`config.mk`:
```
export PLATFORM = sky130hd
export DESIGN_NAME = des_sbox_sequencer_flat
export DESIGN_NICKNAME = d
export VERILOG_FILES = /design/src/rtl/des_sbox_if.sv /design/src/rtl/des_sbox_sequencer.sv /design/src/flat_wrapper.sv
export SDC_FILE = /design/constraint.sdc
export NUM_CORES = 1
export LEC_CHECK = 0
export BUFFER_PORTS_ARGS = -buffer_cell sky130_fd_sc_hd__buf_4
export CAP_MARGIN = 15
export CORE_MARGIN = 2
export CORE_UTILIZATION = 45
export CTS_CLUSTER_SIZE = 24
export DETAILED_ROUTE_END_ITERATION = 8
export GPL_TIMING_DRIVEN = 0
export PLACE_DENSITY_LB_ADDON = 0.08
export SYNTH_ARGS = -nofsm -noshare
export SYNTH_HDL_FRONTEND = slang
export SYNTH_SLANG_ARGS = --single-unit
```
`constraint.sdc`:
```
create_clock -name clk -period 3.7 [get_ports clk]
set_clock_uncertainty 0.2 [all_clocks]
set_input_delay 0.185 -clock clk [delete_from_list [all_inputs] [get_ports clk]]
set_output_delay 0.185 -clock clk [all_outputs]
set_load 0.1 [all_outputs]
```
`src/rtl/des_sbox_if.sv`:
```
// Valid/ready bundle for the S-box layer: 48-bit word in, packed 32-bit result out.
interface des_sbox_if;
   logic        in_valid;
   logic        in_ready;
   logic [48:1] in_data;
   logic        out_valid;
   logic        out_ready;
   logic [32:1] out_data;

   modport slave (
      input  in_valid, in_data, out_ready,
      output in_ready, out_valid, out_data
   );

   modport master (
      output in_valid, in_data, out_ready,
      input  in_ready, out_valid, out_data
   );
endinterface

```
`src/rtl/des_sbox_sequencer.sv`:
```
// Serialises the DES 48->32 S-box layer over one shared combinational S-box bank.
// state | meaning
// IDLE  | waiting for a word; in_ready high
// RUN   | one lookup per cycle, S1..S8, cnt selects the box
// DONE  | result held on out_data until out_ready
module des_sbox_sequencer (
   input  logic             clk,
   input  logic             rst,
   des_sbox_if.slave        bus,
   output logic             busy,
   output logic [3:1]       sbox_sel,
   output logic [6:1]       sbox_in,
   input  logic [4:1]       sbox_out
);

   typedef enum logic [1:0] {
      ST_IDLE = 2'd0,
      ST_RUN  = 2'd1,
      ST_DONE = 2'd2
   } state_t;

   state_t      state_q, state_d;
   logic [48:1] src_q, src_d;
   logic [2:0]  cnt_q, cnt_d;
   logic [32:1] acc_q, acc_d;
   logic [32:1] out_data_q, out_data_d;

   always_ff @(posedge clk) begin
      if (rst) begin
         state_q    <= ST_IDLE;
         src_q      <= '0;
         cnt_q      <= '0;
         acc_q      <= '0;
         out_data_q <= '0;
      end else begin
         state_q    <= state_d;
         src_q      <= src_d;
         cnt_q      <= cnt_d;
         acc_q      <= acc_d;
         out_data_q <= out_data_d;
      end
   end

   always_comb begin
      state_d    = state_q;
      src_d      = src_q;
      cnt_d      = cnt_q;
      acc_d      = acc_q;
      out_data_d = out_data_q;
      sbox_sel   = '0;
      sbox_in    = '0;
      case (state_q)
         ST_IDLE: begin
            if (bus.in_valid) begin
               src_d   = bus.in_data;
               cnt_d   = '0;
               acc_d   = '0;
               state_d = ST_RUN;
            end
         end
         ST_RUN: begin
            sbox_sel = cnt_q;
            sbox_in  = src_q[48:43];
            // Bank result is captured on the same edge that advances cnt.
            acc_d    = {acc_q[28:1], sbox_out};
            src_d    = {src_q[42:1], 6'b0};
            cnt_d    = cnt_q + 3'd1;
            if (cnt_q == 3'd7) begin
               out_data_d = {acc_q[28:1], sbox_out};
               state_d    = ST_DONE;
            end
         end
         ST_DONE: begin
            if (bus.out_ready) begin
               state_d = ST_IDLE;
            end
         end
         default: begin
            state_d = ST_IDLE;
         end
      endcase
   end

   assign bus.in_ready  = (state_q == ST_IDLE);
   assign bus.out_valid = (state_q == ST_DONE);
   assign bus.out_data  = out_data_q;
   assign busy          = (state_q != ST_IDLE);

endmodule

```
`src/flat_wrapper.sv`:
```
// flat-port wrapper written by rule: the top's interface ports become plain ports
module des_sbox_sequencer_flat 
  (clk, rst, busy, sbox_sel, sbox_in, sbox_out, bus_in_valid, bus_in_data, bus_out_ready, bus_in_ready, bus_out_valid, bus_out_data);
  des_sbox_if bus_i ();
  input  logic clk;
  input  logic rst;
  output logic busy;
  output logic [3:1] sbox_sel;
  output logic [6:1] sbox_in;
  input  logic [4:1] sbox_out;
  input wire logic [$bits(bus_i.in_valid)-1:0] bus_in_valid;
  input wire logic [$bits(bus_i.in_data)-1:0] bus_in_data;
  input wire logic [$bits(bus_i.out_ready)-1:0] bus_out_ready;
  output wire logic [$bits(bus_i.in_ready)-1:0] bus_in_ready;
  output wire logic [$bits(bus_i.out_valid)-1:0] bus_out_valid;
  output wire logic [$bits(bus_i.out_data)-1:0] bus_out_data;
  assign bus_i.in_valid = bus_in_valid;
  assign bus_i.in_data = bus_in_data;
  assign bus_i.out_ready = bus_out_ready;
  assign bus_in_ready = bus_i.in_ready;
  assign bus_out_valid = bus_i.out_valid;
  assign bus_out_data = bus_i.out_data;
  des_sbox_sequencer u_core (.clk(clk), .rst(rst), .bus(bus_i), .busy(busy), .sbox_sel(sbox_sel), .sbox_in(sbox_in), .sbox_out(sbox_out));
endmodule
```
==> out/qor.csv <==
stage,metric,value,unit
drt,WL/cell,14.45,um
yosys,Synth cell types,29,
sta,final hold violations,0,
sta,RSZ-0062 raised after global routing,no,
drt,M1 WL,5043,um
final_layout,antenna fix cells,0,
drt,via count,3903,
sta,Finish-stage setup viols,0,
drt,first drt pass iteration count,4,
global_route,largest net degree at the start of global routing,17,
power,Seq pwr share,39.5,%
clock_tree,Sinks on Clock Net,113,
floorplan,core area,9639,um^2
sta,clock period minus worst slack,2.388,ns
power,Final Power,3.276,mW
drt,met2 routed WL,5736,um
critical_path,"Cell Chain, Critical Path",buf_6 > and2b_1 > clkbuf_1 > and2_1 > buf_4,
drt,top sig layer,met4,
floorplan,FP Rows,36,
clock_tree,CTS tree,built,
worst_hold_path,HP Class,input pin to flip-flop,
critical_path,critical setup path kind,flip-flop to output port,
power,Leak,2.659,nW
sta,max_slew headroom,67.54,%
global_route,GRT overflow,0,
flow_run,max cap viols,0,
status,status,finished clean,
global_route,initial antenna violation count,0,
clock_tree,Skew-Pair Late Insertion Delay,0.50,ns
global_route,global-route wire length before repair,17960,um
power,clock network fraction of total power,50.3,%
critical_path,Worst Path Max Fanout,10,
critical_path,Worst Setup Start Kind,flip-flop,
power,Sw Share,22.74,%
floorplan,Initial Utilization,45.59,%
sta,Tightest Pin Transition,0.4869,ns
sta,Slew Limit Fails,0,
drt,met3 routed WL,382,um
drt,Routed Antenna Nets,0,
clock_tree,H-Tree Level Count,4,
placement,Final GP Congestion,0.7983,
yosys,Mapped Avg Cell Area,9.636,um^2
floorplan,Die ar.,10570,um^2
power,internal power,2.531,mW
power,Peak VDD IR,0.2147,mV
final_layout,share of cells above drive strength 1,25.66,%
sta,Setup Total Neg Slack,0,ns
floorplan,IO Pins,100,
critical_path,critical path's slowest cell,clkbuf_1,
yosys,sequential fraction of the synthesis area,51.48,%
critical_path,WP data arrival,2.00,ns
yosys,Mapped Cells,456,
critical_path,WP data required,3.31,ns
clock_tree,clock-pin slew on the worst setup and hold paths,0.05,ns
drt,Post-route DRC,0,
placement,dpl hpwl,7223,um
power,Cell Pwr Density,503.0,nW/um^2
final_layout,Area growth syn-to-layout,48.23,%
critical_path,CP Capture Type,output port,
final_layout,final layout net count,692,
global_route,global router's overall resource usage,21.80,%
clock_tree,clock buffer depth,2,
clock_tree,CTS root buffer,clkbuf_8,
final_layout,"most common cell after layout, fill and taps aside",dfxtp_1,
sta,final period utilization,64.55,%
floorplan,Die Width,102.8,um
yosys,cell area after synthesis,4394,um^2
drt,DRT iter0 DRCs,121,
clock_tree,buffer count from post-CTS setup fixing,0,
final_layout,"commonest non-fill, non-tap cells in the layout","113 x dfxtp_1, 102 x buf_4, 64 x nand2_1",
power,Comb pwr share,10.3,%
power,P_sw,745.0,uW
yosys,Synth Warn #,0,
drt,Routed WL,11270,um
yosys,Yosys reg bits,113,
final_layout,Filler Cell Count,803,
clock_tree,TritonCTS Buffers,17,
critical_path,max incr delay on CP,0.37,ns
yosys,syn_nets,514,
global_route,number of global-route vias before repair,3781,
sta,fmax,0.4187,GHz
floorplan,Die Y,102.8,um
placement,Port Buf Inserts,98,
drt,vias per cell,5.004,
-- metrics by stage --
step / setup slack [ns] / std cells / utilization (%) / hold WS (ns) / instance area [um^2]
6_report: 1.312 / 780 / 67.58 / 0.08587 / 6514
3_3_place_gp: 1.792 / 687 / 54.95 / 0.2314 / 5296
3_5_place_dp: 1.779 / 687 / 54.95 / 0.2383 / 5296
4_1_cts: 1.242 / 780 / 67.58 / 0.07497 / 6514
2_1_floorplan: 1.231 / 456 / - / 0.1210 / 4394
5_1_grt: 1.149 / 780 / 67.58 / 0.1055 / 6514
-- per-layer routing --
metal / vias up / GRT usage (%)
met5: - / 0
met4: 0 / 6.781
met3: 8 / 5.695
met2: 67 / 37.56
met1: 1858 / 26.81
li1: 1970 / -
-- critical path: cells and delay by family, from the launching register on --
family | cells | cell delay, ns
buf+inv | 3 | 0.79
simple gates | 2 | 0.39
flops | 1 | 0.33
-- cell usage after synthesis (all sizes together) --
library cell | count | area share, %
and2 | 9 | 1.3
dfxtp | 113 | 51
nand2b | 3 | 0.43
o2bb2ai | 27 | 5.4
nor2b | 2 | 0.28
or2 | 1 | 0.14
o21ba | 1 | 0.23
buf | 25 | 4.1
ha | 2 | 0.57
a21oi | 39 | 4.4
clkbuf | 15 | 1.3
nand3b | 7 | 1.2
and2b | 1 | 0.17
mux2i | 27 | 6.2
a211oi | 2 | 0.34
a22oi | 30 | 5.1
and3b | 1 | 0.20
nand2 | 64 | 5.5
inv | 1 | 0.085
o21ai | 6 | 0.68
o22ai | 15 | 3.6
nor2 | 48 | 4.5
o21bai | 16 | 2.7
or3b | 1 | 0.20
-- final cells by class --
class	instances	area (um^2)	area share [%]
multi-input cells	302	1892	29.04
clock buffers	24	480.5	7.376
plain buffers	40	236.5	3.630
repair buffers	159	1346	20.67
well taps	133	166.4	2.555
inverters	1	3.754	0.05763
flip-flops and latches	113	2262	34.73
clock inverters	8	126.4	1.940
-- timing repair --
action	in CTS	in global routing
resized for setup	0	0
endpoints found under the hold margin	58	0
endpoints found under the setup margin	0	0
hold buffers	61	0
-- logic make-up (layout without fill, tap and decap cells) --
family,Yosys count,count (layout),share of synthesized area (%)
buf+inv,41,232,5.467
flops,113,113,51.48
fa+ha+maj,2,2,0.5694
simple gates,137,137,13.84
compound gates,136,136,22.49
mux,27,27,6.150
-- state kept, by name (all words and copies together) (netlist names) --
| register | cells |
|---|---|
| u_core.src_q | 48 |
| u_core.bus.out_data | 32 |
| u_core.acc_q | 28 |
| u_core.cnt_q | 3 |
| u_core.state_q | 2 |
-- power groups by stage --
stage	Sequential, mW	Clock [mW]	Combinational (mW)
floorplan	1.31	0	0.190
global placement	1.32	0	0.277
detailed placement	1.32	0	0.280
CTS	1.29	1.67	0.336
global route	1.30	1.73	0.365
finish	1.29	1.65	0.337
-- final timing paths --
path,from,endpoint,slack [ns],cells past startpoint
max,u_core.state_q[0],sbox_in[6],1.31,5
min,rst,u_core.bus.out_data[17],0.09,3
max reg2reg,u_core.state_q[0],u_core.src_q[48],1.67,6
min reg2reg,u_core.bus.out_data[30],u_core.bus.out_data[30],0.25,2
(Power assumes the default switching activity.)
